File: config.mk
export PLATFORM = sky130hd
export DESIGN_NAME = cal_step_pulser_flat
export DESIGN_NICKNAME = d
export VERILOG_FILES = /design/src/rtl/cal_step_pulser_if.sv /design/src/rtl/cal_step_pulser.sv /design/src/flat_wrapper.sv
export SDC_FILE = /design/constraint.sdc
export NUM_CORES = 1
export LEC_CHECK = 0
export ABC_AREA = 1
export CAP_MARGIN = 20
export CELL_PAD_IN_SITES_DETAIL_PLACEMENT = 1
export CELL_PAD_IN_SITES_GLOBAL_PLACEMENT = 1
export CORE_ASPECT_RATIO = 0.8
export CORE_MARGIN = 5
export CORE_UTILIZATION = 38
export DETAILED_ROUTE_END_ITERATION = 12
export PLACE_DENSITY_LB_ADDON = 0.1
export SLEW_MARGIN = 20
export SYNTH_ARGS = -nofsm -noshare
export SYNTH_HDL_FRONTEND = slang
export SYNTH_SLANG_ARGS = --single-unit
File: constraint.sdc
create_clock -name clock -period 1.6 [get_ports clock]
set_input_delay 0.32 -clock clock [delete_from_list [all_inputs] [get_ports clock]]
set_output_delay 0.32 -clock clock [all_outputs]
set_load 0.03 [all_outputs]
File: src/rtl/cal_step_pulser_if.sv
// Button/step signal bundle between the board button inputs and cal_step_pulser.
// master drives the raw buttons and setting gate; slave returns step pulses and status.
interface cal_step_pulser_if #(
   parameter int N_CH = 2
);
   localparam int CH_W = (N_CH > 1) ? $clog2(N_CH) : 1;

   logic            gate;
   logic [N_CH-1:0] btn_in;
   logic [N_CH-1:0] step_out;
   logic [CH_W-1:0] active_ch;
   logic            repeating;

   modport master (output gate, btn_in, input step_out, active_ch, repeating);
   modport slave  (input gate, btn_in, output step_out, active_ch, repeating);
endinterface

File: src/rtl/cal_step_pulser.sv
// N-channel button-to-step-pulse generator: sync, debounce, multi-press lockout.
// Define CAL_STEP_AUTO_REPEAT_EN to build the hold-to-auto-repeat path.
module cal_step_pulser #(
   parameter int N_CH         = 2,
   parameter int DEBOUNCE_CYC = 16,
   parameter int HOLD_CYC     = 50000000,
   parameter int REPEAT_CYC   = 10000000
) (
   input logic               clock,
   input logic               reset,
   cal_step_pulser_if.slave  bus
);
   localparam int CH_W = (N_CH > 1) ? $clog2(N_CH) : 1;
   localparam int DB_W = (DEBOUNCE_CYC > 1) ? $clog2(DEBOUNCE_CYC) : 1;

`ifdef CAL_STEP_AUTO_REPEAT_EN
   localparam int HOLD_W = $clog2(HOLD_CYC);
   localparam int REP_W  = $clog2(REPEAT_CYC);

   typedef enum logic [1:0] {IDLE, HOLD, REPEAT, WAIT_REL} state_t;
`else
   typedef enum logic [1:0] {IDLE, HOLD, WAIT_REL} state_t;
`endif

   logic [N_CH-1:0] sync1, sync2, db;
   logic [DB_W-1:0] db_cnt [N_CH];

   always_ff @(posedge clock) begin
      if (reset) begin
         sync1 <= '0;
         sync2 <= '0;
         db    <= '0;
         for (int unsigned i = 0; i < N_CH; i++) db_cnt[i] <= '0;
      end else begin
         sync1 <= bus.btn_in;
         sync2 <= sync1;
         for (int unsigned i = 0; i < N_CH; i++) begin
            if (sync2[i] == db[i]) begin
               db_cnt[i] <= '0;
            end else if (db_cnt[i] == DB_W'(DEBOUNCE_CYC - 1)) begin
               db[i]     <= ~db[i];
               db_cnt[i] <= '0;
            end else begin
               db_cnt[i] <= db_cnt[i] + 1'b1;
            end
         end
      end
   end

   state_t          state;
   logic [N_CH-1:0] step;
   logic [CH_W-1:0] act;
   logic [N_CH-1:0] c_mask;
   logic [CH_W-1:0] db_idx;
   logic            db_one;
   logic            abort;

   always_comb begin
      c_mask      = '0;
      c_mask[act] = 1'b1;
      db_idx      = '0;
      for (int unsigned i = 0; i < N_CH; i++) begin
         if (db[i]) db_idx = CH_W'(i);
      end
      db_one = (db != '0) && ((db & (db - 1'b1)) == '0);
      abort  = !bus.gate || ((db & ~c_mask) != '0);
   end

`ifdef CAL_STEP_AUTO_REPEAT_EN
   logic [HOLD_W-1:0] hold_cnt;
   logic [REP_W-1:0]  rep_cnt;
   logic              rep;
`endif

   // Exit order while holding: gate/multi-press abort, then release, then expiry.
   always_ff @(posedge clock) begin
      if (reset) begin
         state    <= IDLE;
         step     <= '0;
         act      <= '0;
`ifdef CAL_STEP_AUTO_REPEAT_EN
         hold_cnt <= '0;
         rep_cnt  <= '0;
         rep      <= 1'b0;
`endif
      end else begin
         step <= '0;
         case (state)
            IDLE: begin
               if (db != '0) begin
                  if (bus.gate && db_one) begin
                     step     <= db;
                     act      <= db_idx;
`ifdef CAL_STEP_AUTO_REPEAT_EN
                     hold_cnt <= '0;
`endif
                     state    <= HOLD;
                  end else begin
                     act   <= '0;
                     state <= WAIT_REL;
                  end
               end
            end
            HOLD: begin
               if (abort) begin
                  act   <= '0;
                  state <= WAIT_REL;
               end else if (!db[act]) begin
                  act   <= '0;
                  state <= IDLE;
               end
`ifdef CAL_STEP_AUTO_REPEAT_EN
               else if (hold_cnt == HOLD_W'(HOLD_CYC - 1)) begin
                  step     <= c_mask;
                  hold_cnt <= '0;
                  rep_cnt  <= '0;
                  rep      <= 1'b1;
                  state    <= REPEAT;
               end else begin
                  hold_cnt <= hold_cnt + 1'b1;
               end
`endif
            end
`ifdef CAL_STEP_AUTO_REPEAT_EN
            REPEAT: begin
               if (abort) begin
                  act   <= '0;
                  rep   <= 1'b0;
                  state <= WAIT_REL;
               end else if (!db[act]) begin
                  act   <= '0;
                  rep   <= 1'b0;
                  state <= IDLE;
               end else if (rep_cnt == REP_W'(REPEAT_CYC - 1)) begin
                  step    <= c_mask;
                  rep_cnt <= '0;
               end else begin
                  rep_cnt <= rep_cnt + 1'b1;
               end
            end
`endif
            WAIT_REL: begin
               if (db == '0) state <= IDLE;
            end
            default: begin
               act   <= '0;
               state <= IDLE;
            end
         endcase
      end
   end

   assign bus.step_out  = step;
   assign bus.active_ch = act;
`ifdef CAL_STEP_AUTO_REPEAT_EN
   assign bus.repeating = rep;
`else
   assign bus.repeating = 1'b0;
`endif
endmodule
File: src/flat_wrapper.sv
// flat-port wrapper written by rule: the top's interface ports become plain ports
module cal_step_pulser_flat 
#(
   parameter int N_CH         = 2,
   parameter int DEBOUNCE_CYC = 16,
   parameter int HOLD_CYC     = 50000000,
   parameter int REPEAT_CYC   = 10000000
)
  (clock, reset, bus_gate, bus_btn_in, bus_step_out, bus_active_ch, bus_repeating);
  cal_step_pulser_if #(.N_CH(N_CH)) bus_i ();
  input logic clock;
  input logic reset;
  input wire logic [$bits(bus_i.gate)-1:0] bus_gate;
  input wire logic [$bits(bus_i.btn_in)-1:0] bus_btn_in;
  output wire logic [$bits(bus_i.step_out)-1:0] bus_step_out;
  output wire logic [$bits(bus_i.active_ch)-1:0] bus_active_ch;
  output wire logic [$bits(bus_i.repeating)-1:0] bus_repeating;
  assign bus_i.gate = bus_gate;
  assign bus_i.btn_in = bus_btn_in;
  assign bus_step_out = bus_i.step_out;
  assign bus_active_ch = bus_i.active_ch;
  assign bus_repeating = bus_i.repeating;
  cal_step_pulser #(.N_CH(N_CH), .DEBOUNCE_CYC(DEBOUNCE_CYC), .HOLD_CYC(HOLD_CYC), .REPEAT_CYC(REPEAT_CYC)) u_core (.clock(clock), .reset(reset), .bus(bus_i));
endmodule
-- After elaboration in Yosys (flattened, before gate mapping)
Memories as Yosys holds them, arrays and structs flattened.
Index checks and enable logic that the tools add are counted.
- flip-flop bits (word level): 11
- memory bits (writable): 8
- input bits: 5
- output and inout bits: 4
- word-level logic and storage cells: 100
- memories: 1
- memory list (memory ; depth ; width ; read ports ; clocked after Yosys merged registers in ; write ports ; line ; text):
    u_core.db_cnt ; 2 ; 4 ; 2 ; 0 ; 2 ; cal_step_pulser.sv:26 ; logic [DB_W-1:0] db_cnt [N_CH];
- add/sub/neg operators: 3
- $lt $le $gt $ge: 2
- equal/unequal tests: 9
- mux-type cells: 46
- bitwise gates (word level): 17
- reduce and logical (&&, ||, !) cells: 15
- operators by type and width (operator ; number):
    $mux W1 ; 32
    $mux W4 ; 6
    $mux W2 ; 5
    $add A4 B1 Y4 const B ; 2
    $eq A4 B4 Y1 const B ; 2
    $not A1 Y1 ; 8
    $logic_not A2 Y1 ; 3
    $or A1 B1 Y1 ; 6
    $pmux W2 S3 ; 1
    $reduce_and A3 Y1 ; 2
    $and A2 B2 Y2 ; 2
    $ne A2 B1 Y1 const B ; 2
    $reduce_and A2 Y1 ; 2
    $reduce_bool A2 Y1 ; 2
    $reduce_or A4 Y1 ; 1
    $logic_and A1 B1 Y1 ; 3
    $ne A3 B2 Y1 const B ; 1
    $pmux W1 S3 ; 1
    $eq A1 B1 Y1 ; 2
    $eq A2 B1 Y1 const B ; 1
    $eq A2 B2 Y1 const B ; 1
    $lt A1 B2 Y1 const B ; 1
    $not A2 Y2 ; 1
    $sub A2 B1 Y2 const B ; 1
    4 further kinds ; 4

-- Logic depth before layout (Yosys ltp)
Gate-level depths: netlist (run 1).
- depth in word-level cells: 10
- depth in mapped cells: 10

-- Worst setup path after synthesis (run 1)
OpenSTA, ideal clock, no wires.
- kind: reg2reg
- start: reg u_core.db[1]
- end: reg u_core.act (netlist: u_core.bus.active_ch)
- setup time: 0.064 ns
- arrival time: 1.223 ns
- slack: 0.312 ns
- stages on the path, launching flop included: 9
- clock period less this slack: 1.288 ns
- path through: dfxtp_1 -> inv_1 -> ha_1 -> nand2_1 -> nor3_1 -> nand2_1 -> nand3_2 -> nand2_1 -> nor2_1
- longest elaborated chain between the ends: 8
- elaborated cells on any way between the ends: 19
- those cells by class: add/sub: 1; eq/ne: 2; mux: 7; bitwise: 2; reduce/logical: 7
- ends and longest elaborated chain (element ; line ; text):
    from (decl) ; cal_step_pulser.sv:25 ; logic [N_CH-1:0] sync1, sync2, db;
    from (signal, indexed assignment) ; cal_step_pulser.sv:41 ; db[i] <= ~db[i];
    $sub A2 B1 Y2 ; cal_step_pulser.sv:65 ; db_one = (db != '0) && ((db & (db - 1'b1)) == '0);
    $and A2 B2 Y2 ; cal_step_pulser.sv:65 ;
    $logic_not A2 Y1 ; cal_step_pulser.sv:65 ;
    $logic_and A1 B1 Y1 ; cal_step_pulser.sv:65 ;
    $logic_and A1 B1 Y1 ; cal_step_pulser.sv:91 ; if (bus.gate && db_one) begin
    $mux W1 ; cal_step_pulser.sv:91 ;
    $mux W1 ; cal_step_pulser.sv:90 ; if (db != '0) begin
    $pmux W1 S3 ; cal_step_pulser.sv:88 ; case (state)
    to (signal assigned) ; cal_step_pulser.sv:93 ; act <= db_idx;
    to (decl) ; cal_step_pulser.sv:52 ; logic [CH_W-1:0] act;
Several ways; a longest one is shown, not always the timed one. The select of a mux whose other input is x is not followed.
A chain may end at the register's enable or synchronous reset.

-- Worst setup path in the final report (run 1)
- start: reg u_core.act (netlist: u_core.bus.active_ch)
- end: out bus_active_ch
- RTL lines (element ; line ; text):
    to (decl) ; flat_wrapper.sv:16 ; output wire logic [$bits(bus_i.active_ch)-1:0] bus_active_ch;
No word-level cell between the ends.

==> results of run 1 <==
-- worst paths after layout --
path / cells past startpoint / end / slack [ps] / start
min: 2 / u_core.sync2[0] / 410 / u_core.sync1[0]
min reg2reg: 2 / u_core.sync2[0] / 410 / u_core.sync1[0]
max reg2reg: 8 / u_core.bus.active_ch / 220 / u_core.db[0]
max: 1 / bus_active_ch / 150 / u_core.bus.active_ch
-- cells in the mapped netlist (all sizes together) --
library cell / instances
a21oi: 6
buf: 2
conb: 2
dfxtp: 11
edfxtp: 8
ha: 3
inv: 17
nand2: 19
nand3: 7
nor2: 16
nor3: 4
o211ai: 1
o21ai: 5
xnor2: 1
xor2: 3
-- final cells by class --
| cell class | count | area share (%) |
|---|---|---|
| Clock buffer | 3 | 2.125 |
| Tap cell | 25 | 2.952 |
| Timing Repair Buffer | 11 | 9.091 |
| Inverter | 17 | 6.021 |
| Multi-Input combinational cell | 74 | 35.66 |
| Sequential cell | 19 | 43.45 |
| Clock inverter | 1 | 0.7084 |
-- state kept, by name (all words and copies together), names as in the netlist --
register and cells:
u_core.sync2 2, u_core.db 2, u_core.bus.step_out 2, u_core.db_cnt 8
u_core.state 2, u_core.bus.active_ch 1, u_core.sync1 2
-- cells by family (layout without fill, tap and decap cells) --
group	after synthesis	in the layout	share of synthesized area (%)
simple gates	46	46	22.61
xor+xnor	4	4	3.933
other cells	2	9	0.8430
buf+inv	19	32	8.848
fa+ha+maj	3	3	4.214
flops	19	19	51.69
compound gates	12	12	7.864
-- report_power, final --
group	total [mW]	internal, mW	switching, mW	leakage, nW
sequential	0.538	0.524	0.0145	0.172
combinational	0.0845	0.0362	0.0483	0.306
clock	0.250	0.0951	0.154	0.0139
-- metrics by stage --
stage	setup slack (ps)	cells	hold WS (ps)	power [mW]	util (%)
2_1_floorplan	312.3	112	388.3	0.6075	-
3_3_place_gp	90.94	146	391.9	0.6308	47.07
3_5_place_dp	56.07	146	398.1	0.6347	47.07
4_1_cts	126.6	150	414.6	0.8891	48.26
5_1_grt	15.49	150	437.1	0.9275	48.26
6_report	149.3	150	412.6	0.8723	48.26
-- metal layers --
metal / part of all wire, % / vias to the layer above
met5: 0 / -
met4: 0.89 / 0
met3: 4.9 / 2
met2: 49 / 10
met1: 45 / 327
li1: - / 362
==> results.sh, run 1 <==
export IMPL_crit_fanout=5
export IMPL_die_h_um=53.31
export IMPL_startpoint_type="flop"
export IMPL_syn_inst=105
export IMPL_grt_max_degree=13
export IMPL_fin_crit_sh_pct=90.67
export IMPL_skew_ps=6.274
export IMPL_vdd_drop_max_v=0.0005216
export IMPL_synth_top_cells_by_area="edfxtp_1 27%, dfxtp_1 25%, nand2_1 7.2%"
export IMPL_yosysUniqueCellTypes=21
export IMPL_post_dp_cell_area_um2=1033
export IMPL_fill_cells=269
export IMPL_syn_area_um2=890.9
export IMPL_grt_first_pass_wirelength_mm=3.008
export IMPL_power_leakage_nw=0.4923
export IMPL_ios=9
export IMPL_seq_area_frac_synth_pct=51.69
export IMPL_slowest_stage="dfxtp_1"
export IMPL_fmax_ghz=0.6893
export IMPL_die_width_um=64.14
export IMPL_area_growth_pct=18.96
export IMPL_cts_sinks=19
export IMPL_routed_wl_mm=1.567
export IMPL_drc=0
export IMPL_grt_antenna_before_repair=0
export IMPL_ant_nets=0
export IMPL_syn_area_per_cell_um2=8.484
export IMPL_cts_setup_buffers=0
export IMPL_crit_chain="dlygate4sd2_1"
export IMPL_antennaDiodeCount=0
export IMPL_cts_buffers=3
export IMPL_htree_levels=1
export IMPL_grtUsageTotal_pct=11.51
export IMPL_drv_cap=0
export IMPL_cp_top_family="flip-flops"
export IMPL_cts_tree="done"
export IMPL_layout_commonest_cell="nand2_1"
export IMPL_drive_gt1_share_pct=12.00
export IMPL_holdCritPathClass="reg2reg"
export IMPL_synth_top_area_share_pct=26.97
export IMPL_clk_pin_slew_ps=120
export IMPL_critical_path_class="reg2out"
export IMPL_grt_pass1_vias=728
export IMPL_start_util_pct=40.57
export IMPL_overflow=0
export IMPL_powerDensity_nw_per_um2=823.1
export IMPL_root_buffer="clkbuf_4"
export IMPL_place_gp_congestion=0.8478
export IMPL_vias=701
export IMPL_ys_seq_elements=19
export IMPL_multi_input_area_um2=377.9
export IMPL_first_iter_violations=11
export IMPL_setup_tns_ps=0
export IMPL_final_cell_mix="17 x nand2_1, 16 x inv_1, 16 x nor2_1"
export IMPL_cp_slowest_stage_delay_ps=420
export IMPL_met1_usage_pct=11.94
export IMPL_final_max_slew_viol_count=0
export IMPL_clk_latency_ps=300
export IMPL_grtUsageMet2_pct=21.57
export IMPL_hold_violations=0
export IMPL_cts_resized_gates=3
export IMPL_yosys_warnings=0
export IMPL_die_area_um2=3419
export IMPL_postCtsHoldBufs=0
export IMPL_cp_num_buf_inv=1
export IMPL_critical_path_endpoint_type="primary output"
export IMPL_setup_viol=0
export IMPL_clockBufferDepth=2
export IMPL_cp_required_ps=1280
export IMPL_use_met3_pct=4.671
export IMPL_rows=15
export IMPL_arrival_ps=1130
export IMPL_status="finished, final reports clean"
export IMPL_firstDrtPassIters=2
export IMPL_post_dp_hpwl_mm=1.306
export IMPL_rsz0062_at_grt="false"
export IMPL_vias_per_cell=4.673
export IMPL_wl_per_cell_um=10.45
export IMPL_gr_max_usage_layer="met2"
export IMPL_finalNetCount=134
export IMPL_fin_area_um2=1060
export IMPL_finalCriticalPeriod_ps=1451
export IMPL_numPortBuffers=7
export IMPL_yosys_area_top_type="edfxtp_1"
export IMPL_coreArea_um2=2196
export IMPL_seqCellArea_um2=460.4
Note: power is estimated with default switching activity, not from simulation.
==> run 2, diff against run 1 <==
Settings changed: CORE_ASPECT_RATIO 0.8 to 1.25.
==> results.sh, run 2 (synthesized netlist as in run 1, its figures left out) <==
export IMPL_status="finished, final reports clean"
export IMPL_dpl_cell_count=152
export IMPL_fin_crit_sh_pct=92.10
export IMPL_fin_area_um2=1065
export IMPL_largest_register_ffs=8
export IMPL_drc=0
export IMPL_finalCriticalPeriod_ps=1474
export IMPL_cts_tree="done"
export IMPL_coreArea_um2=2235
export IMPL_area_growth_pct=19.52
export IMPL_first_iter_violations=8
export IMPL_grtUsageTotal_pct=11.61
export IMPL_cts_resized_gates=3
export IMPL_power_leakage_nw=0.4960
export IMPL_vias=700
export IMPL_wl_met2_um=895
export IMPL_fmax_ghz=0.6786
export IMPL_grt_first_pass_wirelength_mm=2.904
export IMPL_die_width_um=53.31
export IMPL_clockBufferDepth=2
export IMPL_vdd_drop_max_v=0.0005392
export IMPL_place_gp_congestion=0.7638
export IMPL_fill_cells=304
export IMPL_vias_per_cell=4.487
export IMPL_start_util_pct=39.87
export IMPL_cp_slowest_stage_delay_ps=430
export IMPL_grt_pass1_vias=716
export IMPL_setup_viol=0
export IMPL_ant_nets=0
export IMPL_post_dp_cell_area_um2=1041
export IMPL_top_register="u_core.db_cnt"
export IMPL_die_area_um2=3419
export IMPL_dr_wl_met3_um=61
export IMPL_clk_latency_ps=300
export IMPL_utilization_pct=47.65
export IMPL_post_dp_hpwl_mm=1.369
export IMPL_arrival_ps=1150
export IMPL_firstDrtPassIters=4
export IMPL_routed_wl_mm=1.652
export IMPL_cts_buffers=3
export IMPL_clk_pin_slew_ps=110
export IMPL_min_from="u_core.sync1[0]"
export IMPL_powerDensity_nw_per_um2=811.4
export IMPL_crit_start="u_core.bus.active_ch"
export IMPL_cp_num_buf_inv=1
export IMPL_cts_sinks=19
export IMPL_drive_gt1_share_pct=12.00
export IMPL_critical_path_class="reg2out"
export IMPL_r2r_start="u_core.db_cnt[0][0]"
export IMPL_grt_max_degree=12
export IMPL_skew_ps=11.15
export IMPL_slowest_stage="dfxtp_1"
export IMPL_wl_met1_um=664
export IMPL_grt_antenna_before_repair=0
export IMPL_rows=19
export IMPL_cp_top_family="flip-flops"
export IMPL_startpoint_type="flop"
export IMPL_finalNetCount=134
export IMPL_antennaDiodeCount=0
export IMPL_cts_setup_buffers=0
export IMPL_drv_cap=0
export IMPL_layout_commonest_cell="nand2_1"
export IMPL_highest_layer="met4"
export IMPL_die_h_um=64.14
export IMPL_ios=9
export IMPL_wl_per_cell_um=10.59
export IMPL_final_cell_mix="17 x nand2_1, 16 x inv_1, 16 x nor2_1"
export IMPL_holdCritPathClass="reg2reg"
export IMPL_final_cells=156
export IMPL_fin_hold_ws_ps=415.0
export IMPL_numPortBuffers=7
export IMPL_rsz0062_at_grt="false"
export IMPL_crit_fanout=5
export IMPL_final_max_slew_viol_count=0
export IMPL_postCtsHoldBufs=0
export IMPL_crit_chain="dlygate4sd2_1"
export IMPL_overflow=0
export IMPL_critical_path_endpoint_type="primary output"
export IMPL_cp_required_ps=1280
export IMPL_htree_levels=1
export IMPL_hold_violations=0
export IMPL_setup_tns_ps=0
export IMPL_root_buffer="clkbuf_4"
[run 2: cell types whose count changed in the layout (fill, tap and decap cells not counted), sizes merged]
| cell | change |
|---|---|
| clkinv | +1 |
| clkinvlp | -1 |
[run 2: metal layers]
layer / vias to the layer above / GRT usage (%)
li1: 362 / -
met1: 323 / 11.61
met2: 11 / 21.17
met3: 4 / 3.023
met4: 0 / 5.751
met5: - / 0
[run 2: final cells by class]
type                            instances  area [um^2]  share of cell area (%)
Tap cell                               31        38.79                   3.643
Inverter                               17        63.81                   5.993
Timing Repair Buffer                   11        96.34                   9.048
Clock buffer                            3        22.52                   2.115
Clock inverter                          1        5.005                  0.4700
Sequential cell                        19        460.4                   43.24
Multi-Input combinational cell         74        377.9                   35.49
[run 2: worst register-to-register path: cells and delay by family (launching register included)]
family / cells / cell delay, ps
flops: 1 / 430
fa+ha+maj: 1 / 230
buf+inv: 1 / 50
simple gates: 4 / 470
[run 2: final timing paths]
kind	endpoint	slack, ps	cells after the start
hold reg to reg	u_core.sync2[0]	410	2
setup reg to reg	u_core.db_cnt[0][2]	270	6
setup / recovery	bus_active_ch	130	1
hold / removal	u_core.sync2[0]	410	2
[run 2: power by group]
part / switching, mW / total (mW) / internal (mW)
logic: 0.0499 / 0.0860 / 0.0362
registers: 0.0142 / 0.538 / 0.524
clock network: 0.147 / 0.240 / 0.0931
[run 2: stage by stage]
stage | power (mW) | worst slack (ps)
4_1_cts | 0.8768 | 112.4
5_1_grt | 0.9245 | 53.70
6_report | 0.8639 | 126.4
3_5_place_dp | 0.6368 | 92.59
2_1_floorplan | 0.6075 | 312.3
3_3_place_gp | 0.6314 | 109.5
